### src/rtl/effect_pkg.sv
`default_nettype none
// +----------------------------------------------------------------------+
// | effect_pkg: shared types, constants and level table for the effects. |
// | Revision: 1.0                                                        |
// +----------------------------------------------------------------------+
package effect_pkg;

  localparam logic [15:0] GAIN_UNITY = 16'hFFFF;

  typedef enum logic [1:0] {
    OPEN    = 2'd0,
    HOLD    = 2'd1,
    RELEASE = 2'd2
  } exp_state_t;

  typedef struct packed {
    logic [15:0] thr;
    logic [15:0] flr;
  } level_cfg_t;

  function automatic level_cfg_t level_cfg(input logic [2:0] level);
    level_cfg_t cfg;
    case (level)
      3'd0:    cfg = '{thr: 16'd128,  flr: 16'hC000};
      3'd1:    cfg = '{thr: 16'd256,  flr: 16'hA000};
      3'd2:    cfg = '{thr: 16'd512,  flr: 16'h8000};
      3'd3:    cfg = '{thr: 16'd1024, flr: 16'h4000};
      3'd4:    cfg = '{thr: 16'd1536, flr: 16'h2000};
      3'd5:    cfg = '{thr: 16'd2048, flr: 16'h1000};
      3'd6:    cfg = '{thr: 16'd3072, flr: 16'h0400};
      default: cfg = '{thr: 16'd4096, flr: 16'h0000};
    endcase
    return cfg;
  endfunction

endpackage
`default_nettype wire

### src/rtl/effect_env_follower.sv
`default_nettype none
// +----------------------------------------------------------------------+
// | effect_env_follower: saturating abs and one-pole envelope follower.  |
// | Revision: 1.0                                                        |
// +----------------------------------------------------------------------+
module effect_env_follower
  import effect_pkg::*;
#(
  parameter int ENV_SHIFT = 7
) (
  input  logic        i_clk,
  input  logic        i_rst_n,
  input  logic        i_valid,
  input  logic [15:0] i_data,
  output logic [15:0] o_env
);

  logic [15:0]        env_q;
  logic [15:0]        env_d;
  logic [15:0]        abs_val;
  logic signed [16:0] diff;
  logic signed [16:0] step;
  logic signed [16:0] sum;
  logic               unused_sum;

  // -32768 has no positive twin in 16 bits, so it clips to 32767
  assign abs_val = (i_data == 16'h8000) ? 16'h7FFF :
                   (i_data[15] ? 16'(-i_data) : i_data);

  assign diff       = $signed({1'b0, abs_val}) - $signed({1'b0, env_q});
  assign step       = diff >>> ENV_SHIFT;
  assign sum        = $signed({1'b0, env_q}) + step;
  assign unused_sum = sum[16];

  always_comb begin
    env_d = env_q;
    if (i_valid) begin
      env_d = sum[15:0];
    end
  end

  always_ff @(posedge i_clk) begin
    if (!i_rst_n) begin
      env_q <= '0;
    end else begin
      env_q <= env_d;
    end
  end

  assign o_env = env_q;

endmodule
`default_nettype wire

### src/rtl/effect_expander.sv
`default_nettype none
// +----------------------------------------------------------------------+
// | effect_expander: downward expander with hold timer and asymmetric    |
// | attack/release gain smoothing. EXPANDER_HYST_EN adds close hysteresis.|
// | Revision: 1.0                                                        |
// +----------------------------------------------------------------------+
module effect_expander
  import effect_pkg::*;
#(
  parameter int HOLD_SAMPLES  = 1024,
  parameter int ENV_SHIFT     = 7,
  parameter int ATTACK_SHIFT  = 4,
  parameter int RELEASE_SHIFT = 10
) (
  input  logic               i_clk,
  input  logic               i_rst_n,
  input  logic               i_valid,
  input  logic               i_enable,
  input  logic [2:0]         i_level,
  input  logic signed [15:0] i_data,
  output logic signed [15:0] o_data,
  output logic               o_valid
);

  localparam int CNT_W = (HOLD_SAMPLES > 1) ? $clog2(HOLD_SAMPLES) : 1;
  localparam logic [CNT_W-1:0] HOLD_LOAD = CNT_W'(HOLD_SAMPLES - 1);

  exp_state_t         state_q, state_d;
  logic [15:0]        gain_q, gain_d;
  logic [CNT_W-1:0]   cnt_q, cnt_d;
  logic signed [15:0] data_q, data_d;
  logic               valid_q, valid_d;

  logic [15:0]        env;
  level_cfg_t         cfg;
  logic [15:0]        thr_open;
  logic [15:0]        thr_close;
  logic [15:0]        up_raw, up_step;
  logic [15:0]        down_raw, down_step;
  logic signed [16:0] gain_s;
  logic signed [32:0] prod;
  logic               unused_prod;

  effect_env_follower #(
    .ENV_SHIFT (ENV_SHIFT)
  ) u_env (
    .i_clk   (i_clk),
    .i_rst_n (i_rst_n),
    .i_valid (i_valid),
    .i_data  (i_data),
    .o_env   (env)
  );

  assign cfg      = level_cfg(i_level);
  assign thr_open = cfg.thr;
`ifdef EXPANDER_HYST_EN
  assign thr_close = cfg.thr - (cfg.thr >> 2);
`else
  assign thr_close = cfg.thr;
`endif

  // Smoothing steps never stall short of their target: a zero step becomes one
  assign up_raw    = (GAIN_UNITY - gain_q) >> ATTACK_SHIFT;
  assign up_step   = (up_raw == 16'd0 && gain_q != GAIN_UNITY) ? 16'd1 : up_raw;
  assign down_raw  = (gain_q - cfg.flr) >> RELEASE_SHIFT;
  assign down_step = (down_raw == 16'd0 && gain_q != cfg.flr) ? 16'd1 : down_raw;

  assign gain_s      = $signed({1'b0, gain_q});
  assign prod        = i_data * gain_s;
  assign unused_prod = ^{prod[32], prod[15:0]};

  always_comb begin
    state_d = state_q;
    gain_d  = gain_q;
    cnt_d   = cnt_q;
    data_d  = data_q;
    valid_d = i_valid;
    if (i_valid) begin
      if (!i_enable) begin
        data_d  = i_data;
        state_d = OPEN;
        gain_d  = GAIN_UNITY;
        cnt_d   = '0;
      end else begin
        data_d = (gain_q == GAIN_UNITY) ? i_data : prod[31:16];
        case (state_q)
          OPEN: begin
            gain_d = gain_q + up_step;
            if (env < thr_close) begin
              state_d = HOLD;
              cnt_d   = HOLD_LOAD;
            end
          end
          HOLD: begin
            if (env >= thr_open) begin
              state_d = OPEN;
            end else if (cnt_q == '0) begin
              state_d = RELEASE;
            end else begin
              cnt_d = cnt_q - 1'b1;
            end
          end
          RELEASE: begin
            // A level change can lift the floor above the current gain
            if (gain_q < cfg.flr) begin
              gain_d = cfg.flr;
            end else begin
              gain_d = gain_q - down_step;
            end
            if (env >= thr_open) begin
              state_d = OPEN;
            end
          end
          default: state_d = OPEN;
        endcase
      end
    end
  end

  always_ff @(posedge i_clk) begin
    if (!i_rst_n) begin
      state_q <= OPEN;
      gain_q  <= GAIN_UNITY;
      cnt_q   <= '0;
      data_q  <= '0;
      valid_q <= 1'b0;
    end else begin
      state_q <= state_d;
      gain_q  <= gain_d;
      cnt_q   <= cnt_d;
      data_q  <= data_d;
      valid_q <= valid_d;
    end
  end

  assign o_data  = data_q;
  assign o_valid = valid_q;

endmodule
`default_nettype wire
### config.mk
export PLATFORM = sky130hd
export DESIGN_NAME = effect_expander
export DESIGN_NICKNAME = d
export VERILOG_FILES = /design/src/rtl/effect_pkg.sv /design/src/rtl/effect_env_follower.sv /design/src/rtl/effect_expander.sv
export SDC_FILE = /design/constraint.sdc
export NUM_CORES = 1
export LEC_CHECK = 0
export CORE_MARGIN = 2
export CORE_UTILIZATION = 28
export DETAILED_ROUTE_END_ITERATION = 10
export PLACE_DENSITY = 0.45
export SLEW_MARGIN = 25
export SYNTH_ARGS = -nofsm -noshare
export SYNTH_HDL_FRONTEND = slang
export SYNTH_HIERARCHICAL = 1
export SYNTH_SLANG_ARGS = --single-unit
### constraint.sdc
create_clock -name i_clk -period 9.25 [get_ports i_clk]
set_clock_uncertainty 0.15 [all_clocks]
set_input_delay 1.85 -clock i_clk [delete_from_list [all_inputs] [get_ports i_clk]]
set_output_delay 1.85 -clock i_clk [all_outputs]
set_load 0.05 [all_outputs]
==> results of run 1 <==
## worst max-delay path by stage
stage / startpoint / to / slack (ps) / depth (start not counted)
floorplan: i_data[7] / o_data[15]$_SDFFE_PN0P_ / 1700 / 23
global placement: i_data[7] / o_data[15]$_SDFFE_PN0P_ / 700 / 22
detailed placement: i_data[7] / o_data[15]$_SDFFE_PN0P_ / 560 / 22
CTS: i_data[7] / o_data[15]$_SDFFE_PN0P_ / 900 / 22
global route: i_data[7] / o_data[15]$_SDFFE_PN0P_ / 570 / 22
finish: i_data[7] / o_data[15]$_SDFFE_PN0P_ / 950 / 22
## state kept, by name (all words and copies together) (netlist names)
| signal | flops |
|---|---|
| gain_q | 16 |
| o_data | 16 |
| u_env/o_env | 16 |
| cnt_q | 10 |
| state_q | 2 |
| o_valid | 1 |
## per-stage QoR
stage,area (um^2),instances,util,hold slack [ps]
after global placement,15800,2488,0.308,351
after CTS,16100,2504,0.313,366
after floorplan,14600,1806,-,316
after detailed placement,15800,2488,0.308,355
final,16100,2504,0.313,362
after global routing,16100,2504,0.313,391
## cell usage after synthesis (13+ instances only)
master / n / area, um^2
inv_1: 304 / 1140
nand2_1: 216 / 811
fa_1: 196 / 3920
ha_1: 177 / 2210
and2_1: 118 / 738
nor2_1: 97 / 364
a21oi_1: 77 / 385
clkbuf_1: 76 / 285
dfxtp_1: 61 / 1220
o21ai_0: 52 / 260
nor3_1: 46 / 230
a21o_1: 31 / 233
xnor2_1: 31 / 272
nand3_1: 30 / 150
xor2_1: 27 / 236
a31oi_1: 24 / 150
nand4_1: 15 / 93.8
and3_1: 13 / 81.3
mux2i_1: 13 / 130
## layout make-up
type,count,area (um^2)
multi-input combinational,1359,11900
sequential,61,1220
tap,680,851
timing repair buffer,83,711
clock inverter,6,63.8
inverter,305,1140
fill,5522,35300
clock buffer,10,229
## cell families after synthesis
kind of cell / Yosys count
muxes: 15
and+or+nand+nor: 603
adders and majority gates: 373
xor gates and xnor gates: 58
DFF: 61
AOI/OAI and AO/OA: 310
buffers and inverters: 386
## worst reg2reg max path: cells and delay by family (launching register included)
family,cells,cell delay (ps)
flops,1,980
buf+inv,6,630
fa+ha+maj,7,3300
compound gates,3,970
simple gates,6,870
## layer usage
layer  global-route usage  part of all wire
met2                0.292              0.47
met5                    0                 0
met1                0.236              0.46
met4               0.0451             0.024
met3               0.0262             0.046
==> results.cfg, run 1 <==
[floorplan]
initial_core_util = 0.283
die_h_um = 232
dieArea_mm2 = 0.0538
num_rows = 83
ioPinCount = 40
core_region_area_mm2 = 0.0514
die_x_um = 232

[cts]
post-cts-setup-buffer-count = 0
cts_buffer_depth = 2
clkLatencyLatePin_ps = 350
htreeDepth = 3
clk_pin_slew_ps = 60
numCtsBuffers = 9
cts-hold-fix-buffers = 0
cts_resized = 0
clockRootBuffer = clkbuf_16
cts_tree = done
clock-sinks = 61

[yosys]
synth_compound_area_frac = 0.145
synth_area_per_cell_um2 = 8.06
synth_fa_ha_area_frac = 0.422
ys_ff_latch = 61
syn_inst = 1806
synthSimpleGateAreaFrac = 0.204
syn-cell-area_mm2 = 0.0146
yosysUniqueCellTypes = 80
synthMuxAreaShare = 0.0107
synth_warnings = 6
async_reset_ff_frac = 0
syn-num-nets = 2202
synth_edf_count = 0
ys.flop_type = dfxtp_1
synthXorXnorAreaFrac = 0.0349
synth_top_family_by_area = adder cells
ys_seq_area_frac = 0.0839

[worst_setup_path]
startpoint_type = primary input
r2r_cells = 22
cp.arrival_ps = 8370
slowest_stage = clkdlybuf4s50_1
required_ps = 9320
r2r_slack_ps = 2220
worstSetupPathType = in2reg
cp_common_cell = fa_1
cp_top_family = adder cells
max_stage_delay_ps = 1000
cp-end-kind = register
timing.rr.end = o_data[15]$_SDFFE_PN0P_
worst-path-max-fanout = 14
worst_r2r_startpoint = gain_q[7]$_SDFFE_PN1P_
path_cells = clkdlybuf4s50_1, nand2_1, fa_1, inv_1, fa_1, inv_1, fa_1, inv_1, fa_1, fa_1, inv_1, fa_1, inv_1, ha_1, and3_1, nand4_1, or3_1, a2bb2oi_1, nand3_1, a2111o_1, a31oi_1, nor2_1
critPathBufInv = 6

[hold_path]
worstHoldPathType = reg2reg
hp-start = cnt_q[1]$_SDFFE_PN0P_
whs_endpoint = cnt_q[1]$_SDFFE_PN0P_
hold_depth = 2

[route]
drc = 0
wl_per_cell_um = 18.3
viasPerCell = 4.94
antenna_left = 0
dr.pass1.iters = 5
drtIter0Drc = 813
vias = 12400
finalWirelength_um = 45900

[place]
io_buffers = 39
dp_slack_ps = 562
dp_hpwl_um = 36600
place_congestion = 0.894

[timing]
period_needed_ps = 8300
final_max_slew_viol_count = 0
setup_violations = 0
fmax_mhz = 120
period_share = 0.897
finalWorstSetupSlack_ps = 950
maxSlewHeadroom = 0.325
worstMarginPinSlew_ps = 1010
finalHoldViolations = 0
rsz0062_at_grt = no
setup_tns_ps = 0

[cells_and_area]
antennaDiodeCount = 0
final_common_cell = inv_1
drive_gt1_frac = 0.0450
final_cell_mix = inv_1 (304), nand2_1 (216), fa_1 (196)
syn2layout_area_growth_pct = 10.6
nNetsFinal = 2215

[run_status]
outcome = finished, final reports clean

[grt]
antenna_found_initial = 0
grt_pass1_vias = 12800
track_usage = 0.175
grt_pass1_wl_um = 73400
grt_max_degree = 53
overflow = 0

[flow_run]
cap_viol_max_count = 0
Power of run 1 is left out: the tool's default activity adds up to more than one toggle a clock period on the data nets, which glitch-free logic cannot reach.
==> run 2, diff against run 1 <==
--- a/config.mk
+++ b/config.mk
@@ -9,6 +9,7 @@
 export CORE_UTILIZATION = 28
 export DETAILED_ROUTE_END_ITERATION = 10
 export PLACE_DENSITY = 0.45
+export SKIP_LAST_GASP = 1
 export SLEW_MARGIN = 25
 export SYNTH_ARGS = -nofsm -noshare
 export SYNTH_HDL_FRONTEND = slang
==> results of run 2 <==
Same layout as run 1: the final DEF is identical, and so are final timing and power.
Power of run 2 is left out for the same reason.
==> run 3, diff against run 2 <==
--- a/config.mk
+++ b/config.mk
@@ -8,7 +8,8 @@
 export CORE_MARGIN = 2
 export CORE_UTILIZATION = 28
 export DETAILED_ROUTE_END_ITERATION = 10
-export PLACE_DENSITY = 0.45
+export DONT_BUFFER_PORTS = 1
+export PLACE_DENSITY = 0.44
 export SKIP_LAST_GASP = 1
 export SLEW_MARGIN = 25
 export SYNTH_ARGS = -nofsm -noshare
==> results.cfg, run 3 (same netlist as run 1, synthesis figures left out) <==
[cts]
cts_resized = 0
cts_tree = done
cts_buffer_depth = 2
post-cts-setup-buffer-count = 0
clock-sinks = 61
clk_pin_slew_ps = 60
clockRootBuffer = clkbuf_16
clkLatencyLatePin_ps = 350
htreeDepth = 3
numCtsBuffers = 9
cts-hold-fix-buffers = 0

[grt]
grt_pass1_vias = 12500
track_usage = 0.169
antenna_found_initial = 0
grt_max_degree = 55
grt_pass1_wl_um = 70700
overflow = 0

[timing]
worstMarginPinSlew_ps = 935
rsz0062_at_grt = no
period_needed_ps = 7730
finalWorstSetupSlack_ps = 1520
final_max_slew_viol_count = 0
fmax_mhz = 129
maxSlewHeadroom = 0.369
finalHoldViolations = 0
setup_tns_ps = 0
setup_violations = 0
period_share = 0.836

[floorplan]
die_x_um = 232
num_rows = 83
dieArea_mm2 = 0.0538
die_h_um = 232
core_region_area_mm2 = 0.0514
initial_core_util = 0.283
ioPinCount = 40

[worst_setup_path]
worstSetupPathType = in2reg
path_cells = or4_1, or4b_4, or2_2, nand2_1, ha_1, a21o_1, a21oi_1, o2111ai_1, a31oi_1, o31a_1, a31oi_4, a41oi_4, nor2b_1, ha_1, a21oi_1, nor3b_1, a21oi_1, o41ai_1, nand4b_1, mux2_4, nand3_1
max_stage_delay_ps = 770
slowest_stage = o41ai_1
cp_top_family = simple AND/OR/NAND/NOR gates
critPathBufInv = 0
startpoint_type = primary input
cp_common_cell = a21oi_1
cp.arrival_ps = 7870
cp-end-kind = register
worst-path-max-fanout = 23
required_ps = 9390

[cells_and_area]
final_common_cell = inv_1
fill_cells = 5607
nNetsFinal = 2153
syn2layout_area_growth_pct = 6.83
stdcell_count = 2442
antennaDiodeCount = 0
drive_gt1_frac = 0.0312
final_cell_mix = inv_1 (304), nand2_1 (216), fa_1 (196)

[route]
wl_per_cell_um = 18.2
antenna_left = 0
drtIter0Drc = 768
viasPerCell = 4.99
finalWirelength_um = 44300
dr.pass1.iters = 5
vias = 12200
drc = 0

[place]
io_buffers = 0
dp_slack_ps = 1250
dp_hpwl_um = 34000
place_congestion = 0.828
placed_cells = 2426

[flow_run]
cap_viol_max_count = 0

[run_status]
outcome = finished, final reports clean

[hold_path]
worstHoldPathType = reg2reg
-- run 3: final cells by class --
cell class | instances | area, um^2 | share of cell area
clock inverter | 4 | 47.5 | 0.00306
sequential | 61 | 1220 | 0.0785
clock buffer | 12 | 246 | 0.0158
multi-input combinational | 1359 | 11900 | 0.764
inverter | 305 | 1140 | 0.0736
tap | 680 | 851 | 0.0547
timing repair buffer | 21 | 158 | 0.0101
-- run 3: metrics by stage --
| step | instance area (um^2) | hold WS (ps) | util |
|---|---|---|---|
| final | 15600 | 366 | 0.303 |
| after global routing | 15600 | 394 | 0.303 |
| after CTS | 15600 | 373 | 0.303 |
| after detailed placement | 15300 | 364 | 0.297 |
| after global placement | 15300 | 348 | 0.297 |
| after floorplan | 14600 | 316 | - |
-- run 3: metal layers --
metal	up-vias	part of all wire	wire length, um	track usage
met5	-	0	0	0
met3	41	0.047	2100	0.0268
met1	6095	0.46	20400	0.225
met4	0	0.023	1030	0.0433
li1	5831	-	-	-
met2	208	0.47	20800	0.285
-- run 3: worst register-to-register path, stage by stage (launching register included) --
cell	delay (ps)
dfxtp_1	670
buf_4	370
nand2_1	130
fa_1	540
inv_1	50
fa_1	480
fa_1	570
fa_1	430
fa_1	490
inv_1	50
fa_1	510
inv_1	50
ha_1	350
a21o_1	210
a21oi_1	150
nor2b_1	80
o2111ai_1	550
nand3_1	260
a2111o_1	420
a31oi_1	150
nor2_1	60
-- run 3: path summary, 6_finish.rpt --
kind,start,to,slack (ps),cells past startpoint
setup / recovery,i_data[9],u_env/o_env[15]$_SDFFE_PN0P_,1520,21
hold / removal,cnt_q[1]$_SDFFE_PN0P_,cnt_q[1]$_SDFFE_PN0P_,370,2
setup reg to reg,gain_q[9]$_SDFFE_PN1P_,o_data[15]$_SDFFE_PN0P_,2410,20
hold reg to reg,cnt_q[1]$_SDFFE_PN0P_,cnt_q[1]$_SDFFE_PN0P_,370,2
Power of run 3 is left out for the same reason.
